--- src/rtl/laplace_cross_window_pkg.sv ---
// Shared definitions for the cross-window generator, the Laplacian stage
// and its output collector: pixel width, default frame size, counter widths.
package laplace_cross_window_pkg;

   localparam int PIX_W     = 8;
   localparam int IMG_W_DEF = 256;
   localparam int IMG_H_DEF = 256;

   // Counter/address width for a range of n values; never narrower than 1 bit.
   function automatic int cnt_w(input int n);
      return (n > 1) ? $clog2(n) : 1;
   endfunction

   // Cross neighbourhood around centre e: b above, d left, f right, h below.
   typedef struct packed {
      logic [PIX_W-1:0] b;
      logic [PIX_W-1:0] d;
      logic [PIX_W-1:0] e;
      logic [PIX_W-1:0] f;
      logic [PIX_W-1:0] h;
   } cross_win_t;

endpackage

--- src/rtl/laplace_cross_window_line_buffer.sv ---
// One raster line of storage. The read is combinational on the same address
// that is written, so a write cycle returns the previous line's pixel.
module line_buffer
   import laplace_cross_window_pkg::*;
#(
   parameter int DEPTH = IMG_W_DEF,
   parameter int WIDTH = PIX_W
) (
   input  logic                      clk,
   input  logic                      we,
   input  logic [cnt_w(DEPTH)-1:0]   addr,
   input  logic [WIDTH-1:0]          wdata,
   output logic [WIDTH-1:0]          rdata
);

   logic [WIDTH-1:0] mem_q [DEPTH];

   assign rdata = mem_q[addr];

   // Contents need no reset: no window reads a row not yet written this frame.
   always_ff @(posedge clk) begin
      if (we) begin
         mem_q[addr] <= wdata;
      end
   end

endmodule

--- src/rtl/laplace_cross_window.sv ---
// Streaming 5-pixel cross window generator feeding the Laplacian stage.
// Windows are produced only for interior pixels, so the output image is
// (IMG_W-2) x (IMG_H-2). Accepting pixel (r,c) emits the window centred
// on (r-1,c-1) one clock later.
module laplace_cross_window
   import laplace_cross_window_pkg::*;
#(
   parameter int IMG_W = IMG_W_DEF,
   parameter int IMG_H = IMG_H_DEF
) (
   input  logic             clk,
   input  logic             rst_n,
   input  logic             in_valid,
   input  logic             in_sof,
   input  logic [PIX_W-1:0] in_pix,
   output logic             out_valid,
   output logic [PIX_W-1:0] out_b,
   output logic [PIX_W-1:0] out_d,
   output logic [PIX_W-1:0] out_e,
   output logic [PIX_W-1:0] out_f,
   output logic [PIX_W-1:0] out_h,
   output logic             out_last,
   output logic             frame_done
);

   localparam int CW = cnt_w(IMG_W);
   localparam int RW = cnt_w(IMG_H);
   localparam logic [CW-1:0] COL_LAST = CW'(IMG_W - 1);
   localparam logic [RW-1:0] ROW_LAST = RW'(IMG_H - 1);

   logic [CW-1:0]    col_q, col_d, cur_col;
   logic [RW-1:0]    row_q, row_d, cur_row;
   logic [PIX_W-1:0] top_q, top_d;
   logic [PIX_W-1:0] mid1_q, mid1_d;
   logic [PIX_W-1:0] mid2_q, mid2_d;
   logic [PIX_W-1:0] bot_q, bot_d;
   cross_win_t       win_q, win_d;
   logic             out_valid_q, out_valid_d;
   logic             out_last_q, out_last_d;
   logic             frame_done_q, frame_done_d;
   logic [PIX_W-1:0] lb1_rdata, lb2_rdata;
   logic             win_hit, at_last;

   // A start-of-frame pixel lands at (0,0) whatever the counters say.
   assign cur_col = (in_valid && in_sof) ? '0 : col_q;
   assign cur_row = (in_valid && in_sof) ? '0 : row_q;
   assign win_hit = (cur_row >= RW'(2)) && (cur_col >= CW'(2));
   assign at_last = (cur_row == ROW_LAST) && (cur_col == COL_LAST);

   // lb1 carries row r-1 and feeds lb2, which carries row r-2.
   line_buffer #(.DEPTH(IMG_W), .WIDTH(PIX_W)) u_lb1 (
      .clk   (clk),
      .we    (in_valid),
      .addr  (cur_col),
      .wdata (in_pix),
      .rdata (lb1_rdata)
   );

   line_buffer #(.DEPTH(IMG_W), .WIDTH(PIX_W)) u_lb2 (
      .clk   (clk),
      .we    (in_valid),
      .addr  (cur_col),
      .wdata (lb1_rdata),
      .rdata (lb2_rdata)
   );

   // Next-state: raster counters, horizontal taps and the registered window.
   always_comb begin
      col_d        = col_q;
      row_d        = row_q;
      top_d        = top_q;
      mid1_d       = mid1_q;
      mid2_d       = mid2_q;
      bot_d        = bot_q;
      win_d        = win_q;
      out_valid_d  = 1'b0;
      out_last_d   = 1'b0;
      frame_done_d = 1'b0;
      if (in_valid) begin
         top_d  = lb2_rdata;
         mid1_d = lb1_rdata;
         mid2_d = mid1_q;
         bot_d  = in_pix;
         if (cur_col == COL_LAST) begin
            col_d = '0;
            row_d = (cur_row == ROW_LAST) ? '0 : cur_row + RW'(1);
         end else begin
            col_d = cur_col + CW'(1);
            row_d = cur_row;
         end
         if (win_hit) begin
            out_valid_d = 1'b1;
            out_last_d  = at_last;
            win_d       = '{b: top_q, d: mid2_q, e: mid1_q, f: lb1_rdata, h: bot_q};
         end
         frame_done_d = at_last;
      end
   end

   // State and output registers; line-buffer contents are left unreset.
   always_ff @(posedge clk or negedge rst_n) begin
      if (!rst_n) begin
         col_q        <= '0;
         row_q        <= '0;
         top_q        <= '0;
         mid1_q       <= '0;
         mid2_q       <= '0;
         bot_q        <= '0;
         win_q        <= '0;
         out_valid_q  <= 1'b0;
         out_last_q   <= 1'b0;
         frame_done_q <= 1'b0;
      end else begin
         col_q        <= col_d;
         row_q        <= row_d;
         top_q        <= top_d;
         mid1_q       <= mid1_d;
         mid2_q       <= mid2_d;
         bot_q        <= bot_d;
         win_q        <= win_d;
         out_valid_q  <= out_valid_d;
         out_last_q   <= out_last_d;
         frame_done_q <= frame_done_d;
      end
   end

   assign out_valid  = out_valid_q;
   assign out_b      = win_q.b;
   assign out_d      = win_q.d;
   assign out_e      = win_q.e;
   assign out_f      = win_q.f;
   assign out_h      = win_q.h;
   assign out_last   = out_last_q;
   assign frame_done = frame_done_q;

endmodule

--- config.mk ---
export PLATFORM = sky130hd
export DESIGN_NAME = laplace_cross_window
export DESIGN_NICKNAME = d
export VERILOG_FILES = /design/src/rtl/laplace_cross_window_pkg.sv /design/src/rtl/laplace_cross_window_line_buffer.sv /design/src/rtl/laplace_cross_window.sv
export SDC_FILE = /design/constraint.sdc
export NUM_CORES = 2
export LEC_CHECK = 0
export BUFFER_PORTS_ARGS = -buffer_cell sky130_fd_sc_hd__buf_2
export CAP_MARGIN = 40
export CORE_ASPECT_RATIO = 1.4
export CORE_MARGIN = 2
export CORE_UTILIZATION = 62
export DETAILED_ROUTE_END_ITERATION = 6
export HOLD_SLACK_MARGIN = 0.03
export MAX_ROUTING_LAYER = met4
export PLACE_DENSITY = 0.78
export SYNTH_ARGS = -nofsm -noshare
export SYNTH_HDL_FRONTEND = slang
export SYNTH_SLANG_ARGS = --single-unit
--- constraint.sdc ---
create_clock -name clk -period 14 [get_ports clk]
set_clock_uncertainty 0.15 [all_clocks]
set_input_delay 0 -clock clk [delete_from_list [all_inputs] [get_ports clk]]
set_output_delay 0 -clock clk [all_outputs]
set_load 0.02 [all_outputs]
==> reports/results.tsv <==
stage	metric	value	unit
clocking	H-tree depth	5	
die	Initial Utilization	0.624	
placed_design	Placer Congestion	0.963	
route	vias per cell	7.12	
layout	Post-Layout Cell Count	14521	
clocking	PostCTS Resize Cnt	0	
route	drt pass-1 iters	7	
hold_path	Hold Crit Start	in_pix[0]	
route	DR vias	103388	
layout	Core Util, Final	0.696	
yosys	FF+latch count, synth	4187	
sta	Worst slew margin	0.0954	
outcome	status	finished, violations left	
yosys	compound-cell area share of the yosys netlist	0.0914	
worst_setup_path	crit path max fanout	123	
worst_setup_path	Worst EP arrival	8.79	ns
placed_design	Buffers on Ports	54	
sta	Hold WS	0.0246	ns
die	chip width	438	microns
layout	NumNets Final	10729	
worst_setup_path	CP required	14.44	ns
outcome	failing checks	DRC	
run	max cap viols	0	
yosys	number of flops mapped to enable cells by yosys	4096	
placed_design	placed cells	13791	
worst_setup_path	CP Launch Type	flop	
yosys	Post-Synthesis Cell Area	163000	sq um
yosys	Warnings, synthesis	0	
layout	commonest non-fill, non-tap cells in the layout	edfxtp_1 (4096), nand2_1 (1260), mux2i_1 (608)	
clocking	CTS root buffer	clkbuf_16	
layout	layout cells sized above 1	0.140	
die	I/O Pins	55	
layout	Largest regs	u_lb1.mem_q (2048), u_lb2.mem_q (2048)	
clocking	Clock Sinks	4187	
worst_setup_path	origin of the critical flop-to-flop path	col_q[0]$_DFFE_PN0P_	
clocking	Max clock buf depth	4	
yosys	simple logic cell fraction of the synthesized area	0.0600	
worst_setup_path	crit path launch	col_q[0]$_DFFE_PN0P_	
clocking	Clock Pin Slew Worst Setup and Hold Paths	0.06	ns
yosys	Adder-Cell Fraction of Synth Area	0.000460	
worst_setup_path	Crit. End Element	flop	
route	Starting DRT DRC Count	17435	
yosys	Synthesized Nets	10454	
layout	Synth-to-Final Area Change	11.5	%
clocking	latest clock arrival within the worst-skew pair	0.94	ns
route	DRT Wirelength	498000	microns
power_and_ir_drop	Static Leak	60.0	nW
sta	final setup vio count	0	
yosys	largest family of logic cells by synthesized area	compound AO/OA/AOI/OAI gates	
hold_path	min-delay worst type	in -> reg	
clocking	cts bufs inserted	363	
die	Die Ht	611	microns
global_route	Overflow after GRT	0	
sta	fin crit period	8.35	ns
sta	final worst path period share	0.596	
clocking	CTS tree	yes	
yosys	post-synthesis sequential area ratio	0.768	
yosys	top_reg_cell synth	edfxtp_1	
die	row count	222	
global_route	first-pass GRT wire length	701000	microns
sta	Pins Over Slew Limit	0	
yosys	ys async rst share	0.0217	
layout	commonest non-fill, non-tap cell in the layout	edfxtp_1	
yosys	multiplexer share of the synthesized area	0.0595	
yosys	Post-Syn Instances	10436	
power_and_ir_drop	pwr/cell area	176	nW/um^2
sta	Final Hold Fails	0	
yosys	synthesized area per cell	15.6	sq um
yosys	post-synthesis xor/xnor area fraction	0.000268	
global_route	total track usage	0.377	
sta	Fmax achieved	120	MHz
route	Detail Route Antenna Nets	0	
yosys	Unique masters post-synth	71	
global_route	largest net degree at the start of global routing	179	
placed_design	dpl hpwl	281000	microns
global_route	initial antenna violation count	36	
die	die area	267000	sq um
power_and_ir_drop	VDD IR max	0.244	mV
global_route	vias in the first global route	99831	
sta	RSZ-0062 raised after global routing	false	
route	DRC	6	
sta	post-route setup TNS	0	ns
die	Core ar.	261000	sq um
sta	worst slew pin tran	1.36	ns
worst_setup_path	kind of critical path	reg -> reg	
route	Wirelength per Cell	34.3	microns
where the power goes:
| part | internal, mW | leakage, nW | switching [mW] | total, mW |
|---|---|---|---|---|
| clock network | 5.47 | 5.63 | 4.46 | 9.92 |
| registers | 15.1 | 38.1 | 0.105 | 15.2 |
| logic | 1.67 | 16.3 | 5.28 | 6.95 |
routing by layer:
layer  part of all wire  global-route usage  up-vias
li1                   -                   -    41363
met1               0.31               0.444    50926
met2               0.46               0.561     9021
met3               0.14               0.104     2078
met4              0.091               0.274        0
met5                  0                   -        -
what timing repair did:
action | 4_1_cts | 5_1_grt
hold endpoints to repair | 1373 | 0
hold buffers | 18 | 0
setup buffers | 0 | 0
layout make-up:
class                           count  area, sq um
Inverter                           22          120
Clock inverter                    210         1950
Tap cell                         3472         4340
Clock buffer                      440         9560
Antenna cell                       53          133
Timing Repair Buffer              648         5590
Multi-Input combinational cell   5489        35000
Sequential cell                  4187       125000
Fill cell                       15697        79400
worst paths after layout:
check                           depth (start not counted)  slack [ns]                             to
worst min-delay path                                    2        0.02  u_lb1.mem_q[142][0]$_DFFE_PP_
worst min register to register                          2        0.32           out_d[5]$_DFFE_PN0P_
min in group asynchronous                               5        0.50           out_b[2]$_DFFE_PN0P_
worst max-delay path                                   14        5.65  u_lb2.mem_q[184][7]$_DFFE_PP_
worst max register to register                         14        5.65  u_lb2.mem_q[184][7]$_DFFE_PP_
max in group asynchronous                               7       12.28           out_d[7]$_DFFE_PN0P_
cell usage after synthesis (139+ instances only):
cell type / n / area share
a211oi_1: 202 / 0.0093
clkbuf_1: 288 / 0.0066
o21ai_0: 298 / 0.0091
mux2i_1: 608 / 0.037
nand3_1: 139 / 0.0043
a21oi_1: 516 / 0.016
buf_2: 306 / 0.0094
o22ai_1: 174 / 0.0067
a221oi_1: 355 / 0.019
edfxtp_1: 4096 / 0.75
a31oi_1: 265 / 0.010
nand2_1: 1263 / 0.029
nor2_1: 596 / 0.014
mux2_2: 317 / 0.022
cell families after synthesis:
| kind of cell | count (synthesis) |
|---|---|
| xor gates and xnor gates | 5 |
| AOI/OAI and AO/OA | 2215 |
| buffers and inverters | 760 |
| DFF | 4187 |
| muxes | 927 |
| and+or+nand+nor | 2336 |
| adders and majority gates | 6 |
per-stage QoR:
stage                     setup slack (ns)  power [mW]  area, sq um
final                                 5.65        32.1       182000
after global routing                  5.67        32.7       182000
after CTS                             6.27        31.7       182000
after detailed placement              6.30        22.1       170000
after global placement                6.04        21.7       169000
after floorplan                       5.63        19.5       163000
worst max-delay path, cell delays in order (launching register included):
cell       delay [ns]
dfrtp_4          0.72
buf_4            0.55
buf_4            0.60
buf_12           0.65
buf_12           0.57
mux2_2           0.41
a32oi_1          0.16
a21oi_1          0.09
a2111oi_0        0.81
o22ai_1          0.56
nor4_1           0.62
nand3_4          0.62
buf_4            0.49
buf_16           0.24
buf_4            0.37
Note: power is estimated with default switching activity, not from simulation.
